==> config.mk <==
export PLATFORM = sky130hd
export DESIGN_NAME = simple_err_calc
export DESIGN_NICKNAME = d
export VERILOG_FILES = /design/src/rtl/simple_err_calc.sv
export SDC_FILE = /design/constraint.sdc
export NUM_CORES = 1
export LEC_CHECK = 0
export CORE_UTILIZATION = 39
export DETAILED_ROUTE_END_ITERATION = 16
export DONT_BUFFER_PORTS = 1
export PLACE_DENSITY = 0.55
export SYNTH_ARGS = -nofsm -noshare
export SYNTH_HDL_FRONTEND = slang
export SYNTH_SLANG_ARGS = --single-unit
==> constraint.sdc <==
create_clock -name clk -period 8.9 [get_ports clk]
set_input_delay 0 -clock clk [delete_from_list [all_inputs] [get_ports clk]]
set_output_delay 0 -clock clk [all_outputs]
set_load 0.03 [all_outputs]
==> src/rtl/simple_err_calc.sv <==
// simple_err_calc: saturating error stage between the expected-value
// memory and the back-prop path; streams errors and sums |error|.
module simple_err_calc #(
  parameter int WIDTH      = 32,
  parameter int ADDR_WIDTH = 6
) (
  input  logic                        clk,
  input  logic                        reset,
  input  logic                        start,
  input  logic [ADDR_WIDTH:0]         vec_len,
  output logic                        exp_rd_en,
  output logic [ADDR_WIDTH-1:0]       exp_rd_addr,
  input  logic [WIDTH-1:0]            exp_rd_data,
  input  logic                        in_valid,
  input  logic [WIDTH-1:0]            in_data,
  output logic                        in_ready,
  output logic                        err_valid,
  output logic [WIDTH-1:0]            err_data,
  output logic                        err_last,
  input  logic                        err_ready,
  output logic                        busy,
  output logic                        done,
  output logic [WIDTH+ADDR_WIDTH-1:0] err_sum
);

  localparam logic [1:0] S_IDLE  = 2'd0;
  localparam logic [1:0] S_FETCH = 2'd1;
  localparam logic [1:0] S_READY = 2'd2;
  localparam logic [1:0] S_FLUSH = 2'd3;

  localparam logic [WIDTH-1:0] MAX_POS = {1'b0, {(WIDTH-1){1'b1}}};
  localparam logic [WIDTH-1:0] MAX_NEG = {1'b1, {(WIDTH-1){1'b0}}};

  logic [1:0]            state;
  logic [ADDR_WIDTH:0]   len;
  logic [ADDR_WIDTH-1:0] idx;
  logic [WIDTH-1:0]      exp_q;

  logic            in_hs;
  logic            is_last;
  logic            start_ok;
  logic            start_zero;
  logic [WIDTH:0]  diff;
  logic [WIDTH-1:0] sat_err;
  logic [WIDTH-1:0] abs_err;

  assign busy       = (state != S_IDLE);
  assign in_ready   = (state == S_READY) && (!err_valid || err_ready);
  assign in_hs      = in_valid && in_ready;
  assign is_last    = ({1'b0, idx} == (len - (ADDR_WIDTH+1)'(1)));
  assign start_ok   = (state == S_IDLE) && start && (vec_len != '0);
  assign start_zero = (state == S_IDLE) && start && (vec_len == '0);

  // One extra bit keeps the raw difference exact before clamping.
  assign diff = {in_data[WIDTH-1], in_data} - {exp_q[WIDTH-1], exp_q};

  always_comb begin
    sat_err = diff[WIDTH-1:0];
    if (diff[WIDTH] != diff[WIDTH-1]) begin
      sat_err = diff[WIDTH] ? MAX_NEG : MAX_POS;
    end
    abs_err = sat_err[WIDTH-1] ? (~sat_err + WIDTH'(1)) : sat_err;
  end

  always_comb begin
    exp_rd_en   = 1'b0;
    exp_rd_addr = '0;
    if (start_ok) begin
      exp_rd_en = 1'b1;
    end else if (in_hs && !is_last) begin
      exp_rd_en   = 1'b1;
      exp_rd_addr = idx + ADDR_WIDTH'(1);
    end
  end

  always_ff @(posedge clk or posedge reset) begin
    if (reset) begin
      state     <= S_IDLE;
      len       <= '0;
      idx       <= '0;
      exp_q     <= '0;
      err_valid <= 1'b0;
      err_data  <= '0;
      err_last  <= 1'b0;
      err_sum   <= '0;
      done      <= 1'b0;
    end else begin
      done <= 1'b0;
      if (in_hs) begin
        err_valid <= 1'b1;
        err_data  <= sat_err;
        err_last  <= is_last;
        err_sum   <= err_sum + {{ADDR_WIDTH{1'b0}}, abs_err};
      end else if (err_ready) begin
        err_valid <= 1'b0;
      end
      case (state)
        S_IDLE: begin
          if (start_ok) begin
            len     <= vec_len;
            idx     <= '0;
            err_sum <= '0;
            state   <= S_FETCH;
          end else if (start_zero) begin
            err_sum <= '0;
            done    <= 1'b1;
          end
        end
        S_FETCH: begin
          exp_q <= exp_rd_data;
          state <= S_READY;
        end
        S_READY: begin
          if (in_hs) begin
            if (is_last) begin
              state <= S_FLUSH;
            end else begin
              idx   <= idx + ADDR_WIDTH'(1);
              state <= S_FETCH;
            end
          end
        end
        S_FLUSH: begin
          if (err_valid && err_ready) begin
            state <= S_IDLE;
            done  <= 1'b1;
          end
        end
        default: state <= S_IDLE;
      endcase
    end
  end

endmodule

* Word level (Yosys, flattened, before mapping) *
Cells that the tools add are included.

cells by class
  eq/ne operators = 9
  add/sub/neg operators = 5
  bitwise gates (word level) = 1
  reductions and logical operators = 19
  multiplexer cells = 26

operators with widths
  cell                   count
  $mux 38                4
  $mux 32                3
  $add 38x32->38         1
  $sub 32x32->33         1
  $add 32x1->32 const B  1
  $not 32->32            1
  $mux 6                 5
  $pmux 6 s2             1
  $mux 2                 4
  $ne 2x2->1 const B     4
  $pmux 2 s4             1
  $eq 6x7->1             1
  $logic_and 1x1->1      7
  $logic_not 7->1        1
  $mux 1                 7
  $reduce_bool 7->1      1
  $sub 7x1->7 const B    1
  $add 6x1->6 const B    1
  $reduce_bool 2->1      3
  $eq 2x2->1 const B     2
  $reduce_and 4->1       1
  $reduce_and 3->1       1
  $eq 2x1->1 const B     1
  $logic_not 1->1        2
  5 further kinds        5

word-level totals
  bits of input ports = 76
  word-level logic and storage cells = 69
  bits in registers = 120

* Longest topological paths before layout *
  depth after elaboration = 11
  gate-level depth with buffers = 41

* Least setup slack after synthesis *
Ideal clock, no wire load.

  path kind = flip-flop to flip-flop
  start point = reg exp_q[1]
  end point = reg err_sum[35]
  setup time = 0.119 ns
  path slack = 1.229 ns
  period minus slack after synthesis = 7.671 ns
  required time = 8.781 ns
  cell stages (with the launch flop) = 41
  data arrival time = 7.552 ns
  cells stage by stage = dfrtp_1 > inv_1 > ha_1 > nor2b_4 > o2111ai_1 > a21oi_1 > nand4_1 > a211o_1 > a211oi_1 > nor2_1 > nor2b_1 > o21ai_0 > nand2b_1 > xnor2_1 > ha_1 > buf_1 > buf_1 > clkbuf_1 > (+5 left out) > buf_2 > nor4b_2 > nor2b_1 > nand3b_1 > nand2_1 > a22oi_1 > ha_1 > clkbuf_1 > inv_1 > nor2_1 > o21ai_0 > a211oi_1 > o21ai_1 > a311o_1 > a211oi_1 > nor2_1 > o21a_1 > o21a_1

between the ends
  longest elaborated chain between the ends = 11
  elaborated cells on any way between the ends = 12
  those cells by class = add/sub: 3; eq/ne: 1; mux: 7; bitwise: 1

RTL lines
  element                                RTL line  text
  start, declared                        37        logic [WIDTH-1:0] exp_q;
  start signal, assigned                 110       exp_q <= exp_rd_data;
  $sub 32x32->33 (*)                     55        assign diff = {in_data[WIDTH-1], in_data} - {exp_q[WIDTH-1], exp_q};
  $mux 32 or $ne 1x1->1 (tied branches)  60, 59
  $mux 32 (*)                            59        if (diff[WIDTH] != diff[WIDTH-1]) begin
  $not 32->32                            62        abs_err = sat_err[WIDTH-1] ? (~sat_err + WIDTH'(1)) : sat_err;
  $add 32x1->32                          62
  $mux 32 (*)                            62
  net abs_err[0]                         45        logic [WIDTH-1:0] abs_err;
  $add 38x32->38 (*)                     93        err_sum <= err_sum + {{ADDR_WIDTH{1'b0}}, abs_err};
  $mux 38 (*)                            89        if (in_hs) begin
  $mux 38                                104       end else if (start_zero) begin
  $mux 38                                99        if (start_ok) begin
  $mux 38 (*)                            97        case (state)
  end signal, assigned                   93
  end, declared                          23        output logic [WIDTH+ADDR_WIDTH-1:0] err_sum

Mark *: on every way through the listed nets, which the timed path passes. The rest lies on a longest branch.
A chain may end at the register's enable or synchronous reset.

* Final worst setup path *
Same ends and word-level chain as after synthesis.

==> summary.txt <==
Place
  – Cells after DPL: 1,509
  – Placer Congestion: 0.903
  – I/O Buffers: 0
  – Post-DP HPWL: 20,600 um

Timing
  – RSZ-0062 raised after global routing: no
  – Final number of hold-violating endpoints: 0
  – Setup_tns: 0 ns
  – Final Cycle Share: approximately nine tenths
  – Worst Skew: 0.0186 ns
  – Worst Max-Slew Pin Slew: 1.07 ns
  – Min cycle time layout: 8.03 ns
  – Fmax: 0.125 GHz
  – Max transition margin: between 20% and 30%
  – Final slew viol count: 0
  – Final setup viols: 0

Synthesis
  – Synth warn: 0
  – Part of the Yosys area used for sequential elements: 30.8%
  – Synth top area share: 30.8%
  – Synth area leaders: dfrtp_1 (31%), ha_1 (9.4%), nand2_1 (7.0%)
  – Mapped Area: 0.00974 mm^2
  – Post-synth top area cell: dfrtp_1
  – Gate Count Post-Synth: 1,230
  – Mapped Nets: 1,381
  – Primary FF master, synth: dfrtp_1
  – Syn Area/Cell: a little under 8 um^2
  – Synthesized flop and latch total: 120
  – Fraction of registers with async set/reset: 100%
  – Post-synth EDFFs: 0
  – Netlist cell types: 88

Final layout
  – Layout Cells excl Fill: 1,584
  – Most frequent cells in the layout: nand2_1 (181), dfrtp_1 (120), a21oi_1 (114), nor2_1 (111), o21ai_0 (101)
  – Most common cell after layout, fill and taps aside: nand2_1
  – Ratio of cells with drive above 1 in the final layout: approximately 6.7%
  – Layout area overhead: 13.2%
  – Diodes inserted: 0
  – # nets final: 1,398

CTS
  – CTS tree: yes
  – CTS sink cnt: 120
  – Later-pin clock latency in the skew report: around 0.43 ns
  – Post-CTS Setup Inserts: 0
  – Clock Path Buffers: 2
  – Root Buffer: clkbuf_16
  – Max H-tree Level: 4
  – Clk pin slew, worst setup/hold paths: 0.06 ns
  – Num CTS Buffers: 17

Detailed routing
  – Routed wire length on met3: 1660 um
  – DR vias: 8,656
  – Final WL: 27,300 um
  – DR WL/cell: 17.3 um
  – DRT antenna net count: 0
  – Pre-antenna DRT Iters: 7
  – Met2 wire len: 12,600 um
  – Number of remaining DRC errors: 0
  – Routed metal-1 wirelength: approximately 13,000 um
  – DR top layer: met4
  – Initial DRC count: 584
  – Vias per cell: 5.46

GRT
  – Total gr overflow: 0
  – Tot GR Track Use: a little over a fifth
  – Initial antenna violation count: 0
  – First-pass GRT wire length: 44,400 um
  – Vias in the first global route: 8,285
  – Pin count of the biggest net entering global routing: between 70 and 80

Die
  – Row Count: 57
  – Top Ports: 158
  – Initial Util: 39.9%
  – Full die area: 0.0256 mm^2
  – Die outline width: ~160 um
  – Die Ht: 160 um
  – Core region area: 0.0244 mm^2

Setup path
  – Max incr delay on CP: roughly 0.48 ns
  – Crit end category: flop
  – CP Data Required Time: 9.22 ns
  – CP max-delay cell: or3_1
  – Crit path DAT: 8.35 ns
  – WS Path Type: reg -> reg
  – Crit-path max FO: 13
  – Setup crit start kind: flop
  – Path depth of the worst reg2reg path: 37

Hold path
  – Hold Path Depth: 3
  – Worst hold-check path type: in -> reg

Run status
  – Status: completed

Job
  – Max Cap Violations: 0
==> layer usage <==
| layer | vias to the layer above | GRT usage, % |
|---|---|---|
| li1 | 4394 | - |
| met1 | 3997 | 29.1 |
| met2 | 239 | 35.3 |
| met3 | 26 | 5.45 |
| met4 | 0 | 6.32 |
| met5 | - | 0 |
==> final cells by class <==
type,count,area [um^2]
multi-input combinational,989,6270
inverter,66,250
fill,2501,13400
clock buffer,17,425
timing repair buffer,53,505
sequential,120,3000
tap,324,405
clock inverter,15,166
==> logic make-up after synthesis <==
family / share of synthesized area [%]
compound gates: 24.8
simple gates: 21.8
flops: 30.8
xor+xnor: 6.47
buf+inv: 4.83
mux: 1.48
fa+ha+maj: 9.79
==> flip-flops by register name (all words and copies together), names as in the netlist <==
signal     cells
err_valid      1
err_last       1
err_sum       38
exp_q         32
state          2
done           1
idx            6
err_data      32
len            7
==> Yosys cell counts (10+ instances only) <==
cell	count
a211oi_1	14
a21o_1	36
a21oi_1	114
a31oi_1	22
clkbuf_1	39
dfrtp_1	120
ha_1	73
inv_1	66
nand2_1	182
nand2b_1	20
nand3_1	24
nand4_1	10
nor2_1	111
nor2b_1	16
nor3_1	18
o21a_1	15
o21ai_0	101
xnor2_1	37
xor2_1	35
==> path summary, 6_finish.rpt <==
path	slack, ns	startpoint	endpoint
worst min-delay path	0.05	in_data[1]	err_data[1]$_DFFE_PP0P_
max in group asynchronous	7.46	reset	exp_q[20]$_DFFE_PP0N_
worst max-delay path	0.87	exp_q[1]$_DFFE_PP0N_	err_sum[35]$_DFF_PP0_
worst max register to register	0.87	exp_q[1]$_DFFE_PP0N_	err_sum[35]$_DFF_PP0_
min in group asynchronous	0.22	reset	idx[5]$_DFFE_PP0P_
worst min register to register	0.51	len[6]$_DFFE_PP0P_	len[6]$_DFFE_PP0P_
==> metrics by stage <==
step / hold slack (ns) / area [um^2] / setup slack [ns] / util [%]
floorplan: 0.105 / 9740 / 1.23 / -
global placement: 0.110 / 10000 / 1.18 / 41.0
detailed placement: 0.111 / 10000 / 0.928 / 41.0
CTS: 0.0361 / 11000 / 0.886 / 45.2
global route: 0.0743 / 11000 / 0.0442 / 45.2
finish: 0.0487 / 11000 / 0.868 / 45.2
==> critical path, delay by kind of cell, from the launching register on <==
family	cells	cell delay, ns
AOI/OAI and AO/OA	14	3.17
xor gates and xnor gates	1	0.13
buffers and inverters	4	0.55
and+or+nand+nor	14	2.62
DFF	1	0.33
adders and majority gates	4	1.13
==> what timing repair did <==
item / in CTS / in global routing
endpoints found under the hold margin: 115 / 0
endpoints found under the setup margin: 0 / 0
gates resized for setup: 0 / 0
hold buffers: 43 / 0
Power is left out: the tool's default activity adds up to more than one toggle a clock period on the data nets, which glitch-free logic cannot reach.
